<file path="config.mk">
export PLATFORM = sky130hd
export DESIGN_NAME = pinky_faddsub
export DESIGN_NICKNAME = d
export VERILOG_FILES = /design/src/rtl/pinky_faddsub.sv
export SDC_FILE = /design/constraint.sdc
export NUM_CORES = 1
export LEC_CHECK = 0
export BUFFER_PORTS_ARGS = -buffer_cell sky130_fd_sc_hd__clkbuf_2
export CAP_MARGIN = 20
export CORE_MARGIN = 1.5
export CORE_UTILIZATION = 60
export CTS_BUF_LIST = sky130_fd_sc_hd__clkbuf_4
export CTS_CLUSTER_DIAMETER = 80
export CTS_CLUSTER_SIZE = 14
export DETAILED_ROUTE_END_ITERATION = 7
export GPL_ROUTABILITY_DRIVEN = 1
export PLACE_DENSITY = 0.89
export SETUP_SLACK_MARGIN = 0.2
export SYNTH_ARGS = -nofsm -noshare
export SYNTH_HDL_FRONTEND = slang
export SYNTH_SLANG_ARGS = --single-unit
</file>
<file path="constraint.sdc">
create_clock -name clk -period 6.4 [get_ports clk]
set_input_delay 1.92 -clock clk [delete_from_list [all_inputs] [get_ports clk]]
set_output_delay 1.92 -clock clk [all_outputs]
set_load 0.005 [all_outputs]
</file>
<file path="src/rtl/pinky_faddsub.sv">
// PinKY multi-cycle float add/subtract unit (addf/subf).
// Float format: sign[15], exponent[14:7] (bias 127), mantissa[6:0] with an implied leading 1.
// Fixed five-state sequence, so every operation has the same latency; specials are carried through unchanged.
module pinky_faddsub #(
  parameter int unsigned GUARD = 3
) (
  input  logic        clk,
  input  logic        reset,
  input  logic        start,
  input  logic        sub,
  input  logic [15:0] op1,
  input  logic [15:0] op2,
  output logic [15:0] result,
  output logic        done,
  output logic        busy
);

  localparam int unsigned SW = 8 + GUARD;  // significand width: hidden bit + 7 mantissa bits + guard bits

  typedef enum logic [2:0] {
    S_IDLE,
    S_UNPACK,
    S_ALIGN,
    S_ADD,
    S_NORM
  } state_t;

  state_t r_state;
  state_t w_next;

  logic [15:0]   r_op1;
  logic [15:0]   r_op2;
  logic          r_sub;
  logic [7:0]    r_ea;
  logic [7:0]    r_eb;
  logic [SW-1:0] r_siga;
  logic [SW-1:0] r_sigb;
  logic [SW:0]   r_sum;
  logic          r_sign;
  logic          r_eff_sub;
  logic          r_special;
  logic [15:0]   r_spec_val;
  logic [15:0]   r_result;
  logic          r_done;
  logic          r_busy;

  // Unpack/compare wires
  logic [7:0]    w_e1;
  logic [7:0]    w_e2;
  logic          w_z1;
  logic          w_z2;
  logic          w_s2;
  logic [14:0]   w_key1;
  logic [14:0]   w_key2;
  logic          w_swap;
  logic [SW-1:0] w_sig1;
  logic [SW-1:0] w_sig2;
  logic          w_special;
  logic [15:0]   w_spec_val;

  // Align wire
  logic [7:0]    w_diff;

  // Normalize/pack wires
  logic          w_carry;
  logic [SW-1:0] w_low;
  logic [4:0]    w_lz;
  logic [SW-1:0] w_shifted;
  logic signed [9:0] w_exp;
  logic [6:0]    w_mant;
  logic [15:0]   w_norm_result;

  assign result = r_result;
  assign done   = r_done;
  assign busy   = r_busy;

  // Leading-zero count over a 16-bit word; returns 16 for an all-zero word.
  function automatic logic [4:0] lzc16(input logic [15:0] v);
    logic [4:0] n;
    logic       found;
    n     = 5'd16;
    found = 1'b0;
    for (int i = 15; i >= 0; i--) begin
      if (!found && v[i]) begin
        n     = 5'(15 - i);
        found = 1'b1;
      end
    end
    return n;
  endfunction

  // State register
  always_ff @(posedge clk or posedge reset) begin
    if (reset) r_state <= S_IDLE;
    else       r_state <= w_next;
  end

  // Next-state logic: linear walk through the stages, start only honoured in IDLE
  always_comb begin
    w_next = r_state;
    case (r_state)
      S_IDLE:   if (start) w_next = S_UNPACK;
      S_UNPACK: w_next = S_ALIGN;
      S_ALIGN:  w_next = S_ADD;
      S_ADD:    w_next = S_NORM;
      S_NORM:   w_next = S_IDLE;
      default:  w_next = S_IDLE;
    endcase
  end

  // Unpack: zero detection, significand build, magnitude swap and special detection
  always_comb begin
    w_e1       = r_op1[14:7];
    w_e2       = r_op2[14:7];
    w_z1       = (w_e1 == 8'h00);
    w_z2       = (w_e2 == 8'h00);
    w_s2       = r_op2[15] ^ r_sub;
    w_key1     = w_z1 ? 15'h0000 : r_op1[14:0];
    w_key2     = w_z2 ? 15'h0000 : r_op2[14:0];
    w_swap     = (w_key2 > w_key1);
    w_sig1     = w_z1 ? '0 : {1'b1, r_op1[6:0], {GUARD{1'b0}}};
    w_sig2     = w_z2 ? '0 : {1'b1, r_op2[6:0], {GUARD{1'b0}}};
    w_special  = (w_e1 == 8'hFF) || (w_e2 == 8'hFF);
    w_spec_val = (w_e1 == 8'hFF) ? r_op1 : {w_s2, r_op2[14:0]};
  end

  assign w_diff = r_ea - r_eb;

  // Normalize and pack the sum, with zero, overflow and underflow handling
  always_comb begin
    w_carry   = r_sum[SW];
    w_low     = r_sum[SW-1:0];
    w_lz      = lzc16({w_low, {(16 - SW){1'b0}}});
    w_shifted = w_low << w_lz;
    if (w_carry) begin
      w_exp  = $signed({2'b00, r_ea}) + 10'sd1;
      w_mant = 7'(r_sum >> (GUARD + 1));
    end else begin
      w_exp  = $signed({2'b00, r_ea}) - $signed({5'b00000, w_lz});
      w_mant = 7'(w_shifted >> GUARD);
    end
    if (r_special)               w_norm_result = r_spec_val;
    else if (r_sum == '0)        w_norm_result = 16'h0000;
    else if (w_exp > 10'sd254)   w_norm_result = {r_sign, 8'hFF, 7'h00};
    else if (w_exp <= 10'sd0)    w_norm_result = 16'h0000;
    else                         w_norm_result = {r_sign, w_exp[7:0], w_mant};
  end

  // Datapath and registered handshake outputs, advanced per state
  always_ff @(posedge clk or posedge reset) begin
    if (reset) begin
      r_op1      <= '0;
      r_op2      <= '0;
      r_sub      <= 1'b0;
      r_ea       <= '0;
      r_eb       <= '0;
      r_siga     <= '0;
      r_sigb     <= '0;
      r_sum      <= '0;
      r_sign     <= 1'b0;
      r_eff_sub  <= 1'b0;
      r_special  <= 1'b0;
      r_spec_val <= '0;
      r_result   <= '0;
      r_done     <= 1'b0;
      r_busy     <= 1'b0;
    end else begin
      case (r_state)
        S_IDLE: begin
          r_done <= 1'b0;
          if (start) begin
            r_op1  <= op1;
            r_op2  <= op2;
            r_sub  <= sub;
            r_busy <= 1'b1;
          end
        end
        S_UNPACK: begin
          r_ea       <= w_swap ? w_e2 : w_e1;
          r_eb       <= w_swap ? w_e1 : w_e2;
          r_siga     <= w_swap ? w_sig2 : w_sig1;
          r_sigb     <= w_swap ? w_sig1 : w_sig2;
          r_sign     <= w_swap ? w_s2 : r_op1[15];
          r_eff_sub  <= r_op1[15] ^ w_s2;
          r_special  <= w_special;
          r_spec_val <= w_spec_val;
        end
        S_ALIGN: begin
          if (w_diff >= 8'(SW)) r_sigb <= '0;
          else                  r_sigb <= r_sigb >> w_diff;
        end
        S_ADD: begin
          if (r_eff_sub) r_sum <= {1'b0, r_siga} - {1'b0, r_sigb};
          else           r_sum <= {1'b0, r_siga} + {1'b0, r_sigb};
        end
        S_NORM: begin
          r_result <= w_norm_result;
          r_done   <= 1'b1;
          r_busy   <= 1'b0;
        end
        default: ;
      endcase
    end
  end

endmodule
</file>
-- After elaboration in Yosys (flattened, before gate mapping)
Cells that the tools add are included.
- register bits after elaboration: 123
- bits of input ports: 36
- output and inout bits: 18
- word-level logic and storage cells: 110
- $add $sub $neg: 5
- $lt $le $gt $ge: 4
- eq/ne operators: 7
- shifts and indexed selects: 2
- muxes and demuxes: 45
- bitwise logic cells: 2
- reductions and logical operators: 29
- operators by type and width (cell ; count):
    16-bit two-way mux ; 5
    11-bit two-way mux ; 5
    5-bit two-way mux ; 11
    15-bit two-way mux ; 2
    11-bit case mux with 2 select lines ; 1
    8-bit == test, second input constant ; 2
    8-bit zero test ; 2
    8-bit two-way mux ; 2
    15-bit > comparator ; 1
    11-bit by 11-bit adder with 12-bit output ; 1
    12-bit zero test ; 1
    1-bit two-way mux ; 12
    12-bit two-way mux ; 1
    3-bit case mux with 4 select lines ; 1
    11-bit by 11-bit subtractor with 12-bit output ; 1
    11-bit by 5-bit << shifter with 10-bit output ; 1
    11-bit by 8-bit right shift with 11-bit output ; 1
    10-bit by 9-bit > comparator with 1-bit output, second input constant ; 1
    10-bit by 1-bit <= comparator with 1-bit output, second input constant ; 1
    1-bit logical AND ; 10
    1-bit zero test ; 10
    10-bit two-way mux ; 1
    8-bit by 1-bit adder with 9-bit output, second input constant ; 1
    8-bit by 5-bit subtractor with 9-bit output ; 1
    14 further kinds ; 19

-- Longest topological paths before layout
- depth after elaboration: 38
- depth in mapped cells: 17
- depth with buffers taken out: 15

-- Worst setup path after synthesis
Ideal clock, no wire load.
- kind: register to register
- start point: register r_sum[9]
- end point: register r_result[3] (netlist: result[3])
- library setup time: 110 ps
- arrival: 3799 ps
- required time: 6290 ps
- slack: 2490 ps
- cell stages (with the launch flop): 17
- buffers on the path: 1
- period minus slack after synthesis: 3910 ps
- cells stage by stage: dfrtp_1 -> or4_4 -> a2111o_1 -> and2_4 -> buf_6 -> inv_2 -> ha_1 -> inv_1 -> fa_1 -> a211oi_1 -> nor2_1 -> xnor2_1 -> mux2i_1 -> nor4_1 -> a31oi_1 -> nand2b_1 -> o41ai_1
- longest elaborated chain between the ends: 36
- elaborated cells between the ends (all ways): 49
- classes of those cells: add/sub (1); order compare (2); shift (1); mux (25); reduce/logical (20)
- ends and longest elaborated chain (what ; RTL line ; source):
    start: declaration ; 38 ; logic [SW:0] r_sum;
    start signal: assignment ; 193 ; if (r_eff_sub) r_sum <= {1'b0, r_siga} - {1'b0, r_sigb};
    start signal: assignment ; 194 ; else r_sum <= {1'b0, r_siga} + {1'b0, r_sigb};
    1-bit logical AND ; 84 ; if (!found && v[i]) begin
    1-bit two-way mux ; 84 ;
    1-bit zero test ; 84 ;
    1-bit logical AND ; 84 ;
    1-bit two-way mux ; 84 ;
    1-bit zero test ; 84 ;
    1-bit logical AND ; 84 ;
    1-bit two-way mux ; 84 ;
    (+20 left out) ; n/a ;
    5-bit two-way mux ; 84 ;
    8-bit by 5-bit subtractor with 9-bit output ; 139 ; w_exp = $signed({2'b00, r_ea}) - $signed({5'b00000, w_lz});
    10-bit two-way mux ; 135 ; if (w_carry) begin
    10-bit by 1-bit <= comparator with 1-bit output ; 145 ; else if (w_exp <= 10'sd0) w_norm_result = 16'h0000;
    16-bit two-way mux ; 145 ;
    16-bit two-way mux ; 144 ; else if (w_exp > 10'sd254) w_norm_result = {r_sign, 8'hFF, 7'h00};
    16-bit two-way mux * ; 143 ; else if (r_sum == '0) w_norm_result = 16'h0000;
    16-bit two-way mux * ; 142 ; if (r_special) w_norm_result = r_spec_val;
    end signal: assignment ; 197 ; r_result <= w_norm_result;
    end: declaration ; 43 ; logic [15:0] r_result;
Every way passes the cells marked *; elsewhere a longest branch is shown, timed or not.
A chain may end at the register's enable or synchronous reset.

-- Final worst setup path
Ends and elaborated chain as after synthesis.

==> summary.md <==
| Metric | Value |
|---|---|
| RSZ-0062 raised after global routing | no |
| Via Count | 6915 |
| Vias/cell | 6.16 |
| Pre-antenna DRT Iters | 6 |
| First-pass GRT wire length | 32300 microns |
| PostCTS Resize Cnt | 0 |
| DP HPWL | 14200 microns |
| Pin count of the biggest net entering global routing | 79 |
| Slew Limit Fails | 0 |
| Max clock buf depth | 2 |
| Starting Density | 62.0% |
| Synth Area in Adders | about 6.5% |
| Skew-Pair Late Insertion Delay | 530 ps |
| Combinational family with the most area after synthesis | compound AO/OA/AOI/OAI gates |
| Top cell type's share of synthesized area | 37.9% |
| Cell variety after synth | 67 |
| Final setup fails | 0 |
| Post-synthesis xor/xnor area fraction | 4.20% |
| Post-route DRC | 0 |
| Synth Flop Type | dfrtp_1 |
| Cell Area, Synth | 7920 sq um |
| Data arrival, critical path | around 4800 ps |
| Fraction of layout cells with a size suffix above 1 | ~15% |
| Yosys warns | 0 |
| Post-Synthesis Cells | 918 |
| Synth Area in Simple Gates | 17.1% |
| FP Rows | 41 |
| CTS clk-pin slew, worst paths | roughly 110 ps |
| Worst path required time | 6830 ps |
| Htree depth | 4 |
| Post-route cell area | 8500 sq um |
| Headroom to the max-slew limit | 32.3% |
| Root buf cell | clkbuf_4 |
| Diodes inserted | 0 |
| Post-synthesis sequential area ratio | a little under two fifths |
| Fill cells | between 1000 and 1500 |
| Critical path type | reg -> reg |
| Max Cap Viol | 0 |
| DRT antenna net count | 0 |
| Placed inst area | 8240 sq um |
| Min-delay worst type | reg -> reg |
| Yosys top cell by area | dfrtp_1 |
| Core Footprint | 12800 sq um |
| Post-synth top cells | dfrtp_1 (120), nand2_1 (115), o21ai_0 (89) |
| Post-synthesis mux area share | a little over 10% |
| Io pins | 54 |
| # Post-CTS Setup Buffers | 0 |
| Async S/R FF share, synth | 100% |
| Max FO, Critical Path | 8 |
| Final nets | 1015 |
| FMAX | 0.231 GHz |
| Syn nets | 994 |
| Die area | 13900 sq um |
| Worst slew pin tran | 1010 ps |
| Post-Route WL | 19200 microns |
| Number of global-route vias before repair | 6652 |
| Iter 0 DRT Violations | 710 |
| Die H | 118 microns |
| Synth top area cells | dfrtp_1 (38%), ha_1 (6.0%), o21ai_0 (5.6%), nand2_1 (5.4%), mux2_2 (5.3%) |
| Port Buffer Count | between 50 and 60 |
| Most common cell in the netlist | dfrtp_1 |
| Compound-Gate Fraction of Synth Area | 18.6% |
| Critical path endpoint category | flop |
| Min cycle time layout | 4330 ps |
| Global route overflow | 0 |
| DR WL/cell | 17.1 microns |
| Setup tns final | 0 ps |
| CTS tree | done |
| GR Util All Layers | 28.7% |
| Worst clock skew | 17.8 ps |
| Crit share post-route | 67.6% |
| Gpl congestion | 0.952 |
| Critical Path Start Type | flop |
| Area grow syn2layout | 7.27% |
| CTS Sinks | 120 |
| Run status | finished clean |
| Hold Fails Final Rpt | 0 |
| Synthesized area per cell | 8.63 sq um |
| Antenna violations before repair | 0 |
| Die width | 118 microns |
| Post-synth EDFFs | 0 |
| Hold buffers post-CTS | 0 |
| Number of synthesized register bits | 120 |
| CTS buffer count | 17 |
per-layer routing:
| layer | vias to the layer above | share of wire [%] | global-route usage [%] |
|---|---|---|---|
| met3 | 45 | 7.3 | 5.77 |
| met4 | 0 | 2.2 | 9.07 |
| met2 | 310 | 46 | 45.5 |
| met1 | 3268 | 44 | 39.7 |
| met5 | - | 0 | 0 |
| li1 | 3292 | - | - |
per-stage QoR:
| stage | instances | utilization (%) | setup WS (ps) | hold WS (ps) |
|---|---|---|---|---|
| after floorplan | 918 | - | 1290 | 431 |
| after global placement | 1092 | 64.5 | 2200 | 443 |
| after detailed placement | 1092 | 64.5 | 2130 | 462 |
| after CTS | 1123 | 66.5 | 2100 | 486 |
| after global routing | 1123 | 66.5 | 1670 | 516 |
| final | 1123 | 66.5 | 2070 | 485 |
worst paths after layout:
path,start,end,slack [ps],cells past startpoint
worst max-delay path,r_sum[9],result[3],2070,15
worst min-delay path,r_spec_val[11],r_spec_val[11],480,2
worst max register to register,r_sum[9],result[3],2070,15
worst min register to register,r_spec_val[11],r_spec_val[11],480,2
max in group asynchronous,reset,r_op1[5],3690,3
min in group asynchronous,reset,r_eb[5],1480,2
worst max-delay path, cell delays in order (launching register included):
cell	delay, ps
dfrtp_1	460
or4_4	590
a2111o_1	320
and2_4	200
inv_2	70
ha_1	130
inv_1	50
fa_1	400
a211oi_1	340
nor2_1	100
xnor2_1	130
mux2i_1	210
nor4_1	90
a31oi_1	480
nand2b_1	290
o41ai_1	370
placed cells by master, fill, tap and decap left out, drive strengths merged, types with 11 or more instances in the layout:
cell      n
o21ai    90
mux2i    39
inv      49
clkbuf   73
nand3    12
ha       38
nor2     85
dfrtp   120
a31oi    11
nor3     15
nand2   115
a21oi    58
xor2     15
mux2     38
xnor2    23
kinds of logic after synthesis:
logic type | after synthesis
multiplexers | 77
AND/OR/NAND/NOR | 297
adder cells (fa/ha/maj) | 40
flip-flops | 120
buffers and inverters | 108
XOR/XNOR | 38
AO/OA/AOI/OAI | 238
layout make-up:
class / instances / area, sq um / share of cell area, %
Clock buffer: 20 / 150 / 1.77
Clock inverter: 11 / 108 / 1.27
Inverter: 50 / 190 / 2.24
Multi-Input combinational cell: 690 / 4510 / 53.1
Sequential cell: 120 / 3000 / 35.3
Tap cell: 172 / 215 / 2.53
Timing Repair Buffer: 60 / 318 / 3.74
registers in the layout, summed over array words and instances (netlist names):
| name | cells |
|---|---|
| r_sign | 1 |
| result | 16 |
| r_sum | 12 |
| busy | 1 |
| r_ea | 8 |
| r_spec_val | 16 |
| r_sub | 1 |
| r_siga | 8 |
| r_eb | 8 |
| r_op1 | 16 |
| r_special | 1 |
| r_eff_sub | 1 |
| r_op2 | 16 |
| r_state | 3 |
| done | 1 |
| r_sigb | 11 |
Power is not shown: default switching activity piles up to over one toggle a cycle in this logic, so the estimate is an artifact.
